==> config.mk <==
export PLATFORM = sky130hd
export DESIGN_NAME = decode_field_pipe
export DESIGN_NICKNAME = d
export VERILOG_FILES = /design/src/rtl/decode_field_pipe.sv
export SDC_FILE = /design/constraint.sdc
export NUM_CORES = 1
export LEC_CHECK = 0
export CAP_MARGIN = 30
export CORE_MARGIN = 4
export CORE_UTILIZATION = 45
export DETAILED_ROUTE_END_ITERATION = 10
export PLACE_DENSITY = 0.78
export SETUP_SLACK_MARGIN = 0.15
export SKIP_LAST_GASP = 1
export SYNTH_ARGS = -nofsm -noshare
export SYNTH_HDL_FRONTEND = slang
export SYNTH_SLANG_ARGS = --single-unit
==> constraint.sdc <==
create_clock -name clock -period 2.7 [get_ports clock]
set_clock_uncertainty 0.05 [all_clocks]
set_input_delay 0.405 -clock clock [delete_from_list [all_inputs] [get_ports clock]]
set_output_delay 0.405 -clock clock [all_outputs]
set_load 0.05 [all_outputs]
==> src/rtl/decode_field_pipe.sv <==
// decode_field_pipe: registered IF/ID field distributor for the MIPS pipeline.
// Splits one fetched instruction per handshake into its opcode, register and
// function fields. Also produces the extended immediate, the jump and branch
// targets and the write-back register index. Everything is held in a single
// valid/ready stage with flush.
module decode_field_pipe #(
    parameter int unsigned NB_DATA      = 32,
    parameter int unsigned NB_PC        = 32,
    parameter int unsigned NB_OP        = 6,
    parameter int unsigned NB_FUNCT     = 6,
    parameter int unsigned NB_INM       = 16,
    parameter int unsigned NB_REG       = 5,
    parameter int unsigned NB_DIRECTION = 26,
    parameter int unsigned RA_INDEX     = 31
) (
    input  logic                clock,
    input  logic                reset_n,

    // upstream handshake
    input  logic                i_valid,
    output logic                o_ready,
    input  logic [NB_DATA-1:0]  i_instruction,
    input  logic [NB_PC-1:0]    i_pc_next,
    input  logic                i_flush,

    // downstream handshake
    output logic                o_valid,
    input  logic                i_ready,

    // decoded fields
    output logic [NB_OP-1:0]    o_operation,
    output logic [NB_FUNCT-1:0] o_funct,
    output logic [NB_REG-1:0]   o_rs,
    output logic [NB_REG-1:0]   o_rt,
    output logic [NB_REG-1:0]   o_rd,
    output logic [NB_REG-1:0]   o_shamt,
    output logic [NB_DATA-1:0]  o_imm_ext,
    output logic [NB_PC-1:0]    o_jump_target,
    output logic [NB_PC-1:0]    o_branch_target,
    output logic [NB_REG-1:0]   o_dest_reg,
    output logic [NB_PC-1:0]    o_pc_next
);

    // Bit positions of each field inside the instruction word.
    localparam int unsigned SHAMT_LSB = NB_FUNCT;
    localparam int unsigned RD_LSB    = NB_FUNCT + NB_REG;
    localparam int unsigned RT_LSB    = NB_FUNCT + 2 * NB_REG;
    localparam int unsigned RS_LSB    = NB_FUNCT + 3 * NB_REG;
    localparam int unsigned OP_LSB    = NB_FUNCT + 4 * NB_REG;

    // Opcodes that change immediate extension or destination selection.
    localparam logic [NB_OP-1:0] OP_RTYPE = NB_OP'(6'h00);
    localparam logic [NB_OP-1:0] OP_JAL   = NB_OP'(6'h03);
    localparam logic [NB_OP-1:0] OP_ANDI  = NB_OP'(6'h0C);
    localparam logic [NB_OP-1:0] OP_ORI   = NB_OP'(6'h0D);
    localparam logic [NB_OP-1:0] OP_XORI  = NB_OP'(6'h0E);
    localparam logic [NB_OP-1:0] OP_LUI   = NB_OP'(6'h0F);

    // Jump keeps the PC bits above the 256 MB region boundary.
    localparam logic [NB_PC-1:0] JUMP_LOW_MASK = NB_PC'(28'hFFF_FFFF);

    // ------------------------------------------------------------------
    // Field extraction and target computation on the incoming word
    // ------------------------------------------------------------------
    logic [NB_OP-1:0]        in_op;
    logic [NB_FUNCT-1:0]     in_funct;
    logic [NB_REG-1:0]       in_rs;
    logic [NB_REG-1:0]       in_rt;
    logic [NB_REG-1:0]       in_rd;
    logic [NB_REG-1:0]       in_shamt;
    logic [NB_INM-1:0]       in_imm;
    logic [NB_DIRECTION-1:0] in_direction;

    assign in_op        = i_instruction[OP_LSB +: NB_OP];
    assign in_funct     = i_instruction[NB_FUNCT-1:0];
    assign in_rs        = i_instruction[RS_LSB +: NB_REG];
    assign in_rt        = i_instruction[RT_LSB +: NB_REG];
    assign in_rd        = i_instruction[RD_LSB +: NB_REG];
    assign in_shamt     = i_instruction[SHAMT_LSB +: NB_REG];
    assign in_imm       = i_instruction[NB_INM-1:0];
    assign in_direction = i_instruction[NB_DIRECTION-1:0];

    logic [NB_DATA-1:0] imm_sext;
    logic [NB_DATA-1:0] imm_zext;
    logic [NB_DATA-1:0] imm_upper;
    logic [NB_DATA-1:0] imm_ext_d;
    logic [NB_PC-1:0]   imm_pc_sext;
    logic [NB_PC-1:0]   branch_target_d;
    logic [NB_PC-1:0]   jump_target_d;
    logic [NB_REG-1:0]  dest_reg_d;

    assign imm_sext    = {{(NB_DATA - NB_INM){in_imm[NB_INM-1]}}, in_imm};
    assign imm_zext    = {{(NB_DATA - NB_INM){1'b0}}, in_imm};
    // lui: immediate in the upper half, anything above bit 31 follows its sign
    assign imm_upper   = imm_sext << NB_INM;
    assign imm_pc_sext = {{(NB_PC - NB_INM){in_imm[NB_INM-1]}}, in_imm};

    // Branch offset is word-aligned; the add wraps silently modulo 2^NB_PC.
    assign branch_target_d = i_pc_next + (imm_pc_sext << 2);
    assign jump_target_d   = (i_pc_next & ~JUMP_LOW_MASK) | NB_PC'({in_direction, 2'b00});

    // Select the immediate extension mode from the opcode.
    always_comb begin
        imm_ext_d = imm_sext;
        case (in_op)
            OP_ANDI, OP_ORI, OP_XORI: imm_ext_d = imm_zext;
            OP_LUI:                   imm_ext_d = imm_upper;
            default:                  imm_ext_d = imm_sext;
        endcase
    end

    // Select the write-back register: rd for R-type, link register for jal, rt otherwise.
    always_comb begin
        dest_reg_d = in_rt;
        case (in_op)
            OP_RTYPE: dest_reg_d = in_rd;
            OP_JAL:   dest_reg_d = NB_REG'(RA_INDEX);
            default:  dest_reg_d = in_rt;
        endcase
    end

    // ------------------------------------------------------------------
    // Pipeline register
    // ------------------------------------------------------------------
    logic valid_q;
    logic load;

    // Flush also opens the stage so upstream never stalls on a killed slot.
    assign o_ready = ~valid_q | i_ready | i_flush;
    assign load    = i_valid & o_ready & ~i_flush;

    // Valid bit: flush wins, then load, then drain; otherwise hold.
    always_ff @(posedge clock or negedge reset_n) begin
        if (!reset_n) begin
            valid_q <= 1'b0;
        end else if (i_flush) begin
            valid_q <= 1'b0;
        end else if (load) begin
            valid_q <= 1'b1;
        end else if (valid_q && i_ready) begin
            valid_q <= 1'b0;
        end
    end

    // Decoded field registers only change on a load; drained values are stale.
    always_ff @(posedge clock or negedge reset_n) begin
        if (!reset_n) begin
            o_operation     <= '0;
            o_funct         <= '0;
            o_rs            <= '0;
            o_rt            <= '0;
            o_rd            <= '0;
            o_shamt         <= '0;
            o_imm_ext       <= '0;
            o_jump_target   <= '0;
            o_branch_target <= '0;
            o_dest_reg      <= '0;
            o_pc_next       <= '0;
        end else if (load) begin
            o_operation     <= in_op;
            o_funct         <= in_funct;
            o_rs            <= in_rs;
            o_rt            <= in_rt;
            o_rd            <= in_rd;
            o_shamt         <= in_shamt;
            o_imm_ext       <= imm_ext_d;
            o_jump_target   <= jump_target_d;
            o_branch_target <= branch_target_d;
            o_dest_reg      <= dest_reg_d;
            o_pc_next       <= i_pc_next;
        end
    end

    assign o_valid = valid_q;

endmodule

==> out/metrics.yaml <==
floorplanning:
  pin_count: 236
  rows: 44
  die_h_um: 131
  core-area_um2: 14700
  dieWidth_um: 131
  dieArea_um2: 17200
  initial_core_util_pct: 46.5
setup_path:
  cp.arrival_ns: 2.74
  end_kind: "flip-flop"
  rr_startpoint: "o_valid"
  critical_path_class: "in -> reg"
  worstPathRequired_ns: 2.95
  startpoint_type: "input port"
  regToRegSetupSlack_ns: 1.10
  path_max_fanout: 4
  reg2reg_to: "o_branch_target[27]"
  ff2ff_path_depth: 6
sta:
  post-route-period-util_pct: 92.2
  min_period_ns: 2.49
  max_freq_mhz: 402
  finalHoldViolations: 0
  hold_ws_ns: 0.292
  relSlewSlack_pct: 60.2
  setup_viol: 0
  drv_slew: 0
  tightest_slew_ns: 0.594
  rsz0062_at_grt: "yes"
finish:
  nets: 1180
  fin_util_pct: 71.6
  final_area_um2: 10500
  area_growth_pct: 53.9
  final_cell_mix: "nand2_1 (269), clkdlybuf4s50_1 (229), dfrtp_1 (132), buf_4 (103), o21ai_0 (61)"
  drive_above_1_share_pct: 15.7
  mostFrequentLayoutCell: "nand2_1"
  largestRegisters: "o_branch_target (32), o_imm_ext (32), o_pc_next (29)"
  n_fill_cell: 1112
worst_hold_path:
  hp-class: "in -> reg"
  holdPathEnd: "o_pc_next[2]"
  hold_start: "i_pc_next[2]"
  min_path_cells: 3
clocking:
  clk_path_buf_depth: 2
  clk_pin_slew_worst_paths_ns: 0.06
  clockRootBuffer: "clkbuf_16"
  cts_tree: "done"
  clkSinkCount: 132
  numCtsBuffers: 17
  clk_latency_ns: 0.41
  htreeDepth: 4
route:
  firstDrtPassIters: 6
  wl_per_cell_um: 16.3
  vias: 6677
  postRouteAntennaNets: 0
  totalWireLength_um: 20900
  via_per_inst: 5.22
  drc: 0
  drt_iter0_drc: 349
placement:
  detailed_place_hpwl_um: 15700
  placed_area_um2: 9840
  io_buffers: 233
  place.gp.congestion: 0.856
power:
  power_density_nw_per_um2: 774
  ir_drop_v: 0.000556
  leakagePower_nw: 4.97
  p_total_w: 0.00815
global_route:
  grt_antenna_before_repair: 1
  grt_overflow: 0
  grt_max_degree: 72
  grt_pass1_wl_um: 34000
  track_usage_pct: 24.3
  grt_pass1_vias: 6692
synthesis:
  ys_seq_area_share_pct: 48.3
  avgSynthCellArea_um2: 8.60
  synthCells: 795
  synthArstFlopShare_pct: 100
  syn-cell-area_um2: 6840
  synth_area_leader_cell: "dfrtp_1"
  ys.flop_type: "dfrtp_1"
  synth_warnings: 0
  ys_types: 54
  ys_top_cells_by_area: "dfrtp_1 (48%), nand2_1 (15%), ha_1 (5.3%)"
  synth_edf_count: 0
  yosys_register_bits: 132
  netlist.area_leader.share_pct: 48.3
outcome:
  status: "finished clean"
run:
  maxCapViolations: 0
[through the flow]
step / std cells / TNS (ns) / setup slack (ns)
after floorplan: 796 / 0 / 0.291
after global placement: 1242 / -4.57 / -0.484
after detailed placement: 1242 / -5.25 / -0.532
after CTS: 1277 / 0 / 0.177
after global routing: 1279 / 0 / 0.134
final: 1279 / 0 / 0.211
[Yosys cell counts, drive strengths merged (5+ instances only)]
| master | count |
|---|---|
| a21o | 11 |
| o22ai | 6 |
| clkbuf | 35 |
| inv | 11 |
| nand2 | 270 |
| ha | 29 |
| nor2 | 18 |
| buf | 41 |
| o21a | 5 |
| a21oi | 34 |
| nand4 | 13 |
| o21ai | 64 |
| xor2 | 10 |
| nor3 | 10 |
| dfrtp | 132 |
| nand3 | 37 |
| nand2b | 5 |
| xnor2 | 10 |
[cell families after synthesis]
logic type	Yosys count	share of synthesized area [%]
xor gates and xnor gates	20	2.56
other	1	0.0548
muxes	2	0.293
and+or+nand+nor	369	22.5
DFF	132	48.3
AOI/OAI and AO/OA	154	13.9
buffers and inverters	87	6.81
adders and majority gates	30	5.60
[per-layer routing]
metal | wire (um) | GRT usage, % | up-vias
met3 | 1420 | 6.80 | 34
met1 | 8710 | 30.0 | 3174
met2 | 10200 | 40.8 | 243
met5 | 0 | 0 | -
met4 | 481 | 9.10 | 0
li1 | - | - | 3226
[how the worst max path moves through the flow]
stage | slack (ns) | start | endpoint
6_report | 0.21 | i_instruction[9] | o_branch_target[30]
5_1_grt | 0.13 | i_pc_next[3] | o_branch_target[20]
4_1_cts | 0.18 | i_instruction[10] | o_branch_target[27]
3_5_place_dp | -0.53 | i_instruction[0] | o_branch_target[28]
3_3_place_gp | -0.48 | i_instruction[0] | o_branch_target[28]
2_1_floorplan | 0.29 | i_instruction[0] | o_branch_target[26]
[area by class of cell]
type / count / area, um2 / share of cell area [%]
multi-input cells: 577 / 3190 / 30.3
diodes: 1 / 2.50 / 0.0238
flip-flops and latches: 132 / 3300 / 31.4
clock inverters: 14 / 128 / 1.21
inverters: 11 / 41.3 / 0.392
well taps: 184 / 230 / 2.19
repair buffers: 342 / 3200 / 30.4
clock buffers: 18 / 429 / 4.08
[where the power goes]
part / total (W) / switching, W / internal, W
Sequential: 0.00251 / 0.000203 / 0.00231
Clock: 0.00218 / 0.000907 / 0.00127
Combinational: 0.00346 / 0.00226 / 0.00120
[worst max-delay path, stage by stage]
cell and delay (ns):
clkdlybuf4s50_1 0.49, ha_1 0.38, and3_1 0.22, a221oi_2 0.32, o211a_1 0.24, a21oi_2 0.08
o211ai_1 0.23, mux2i_1 0.10, a211o_1 0.26
[repair_timing]
action,4_1_cts,5_1_grt
gates resized for setup,11,13
setup endpoints to repair,9,9
pin swaps,9,7
endpoints found under the hold margin,36,0
buffers inserted,2,1
hold buffers,1,0
No activity file was read; power rests on OpenSTA's default activity.
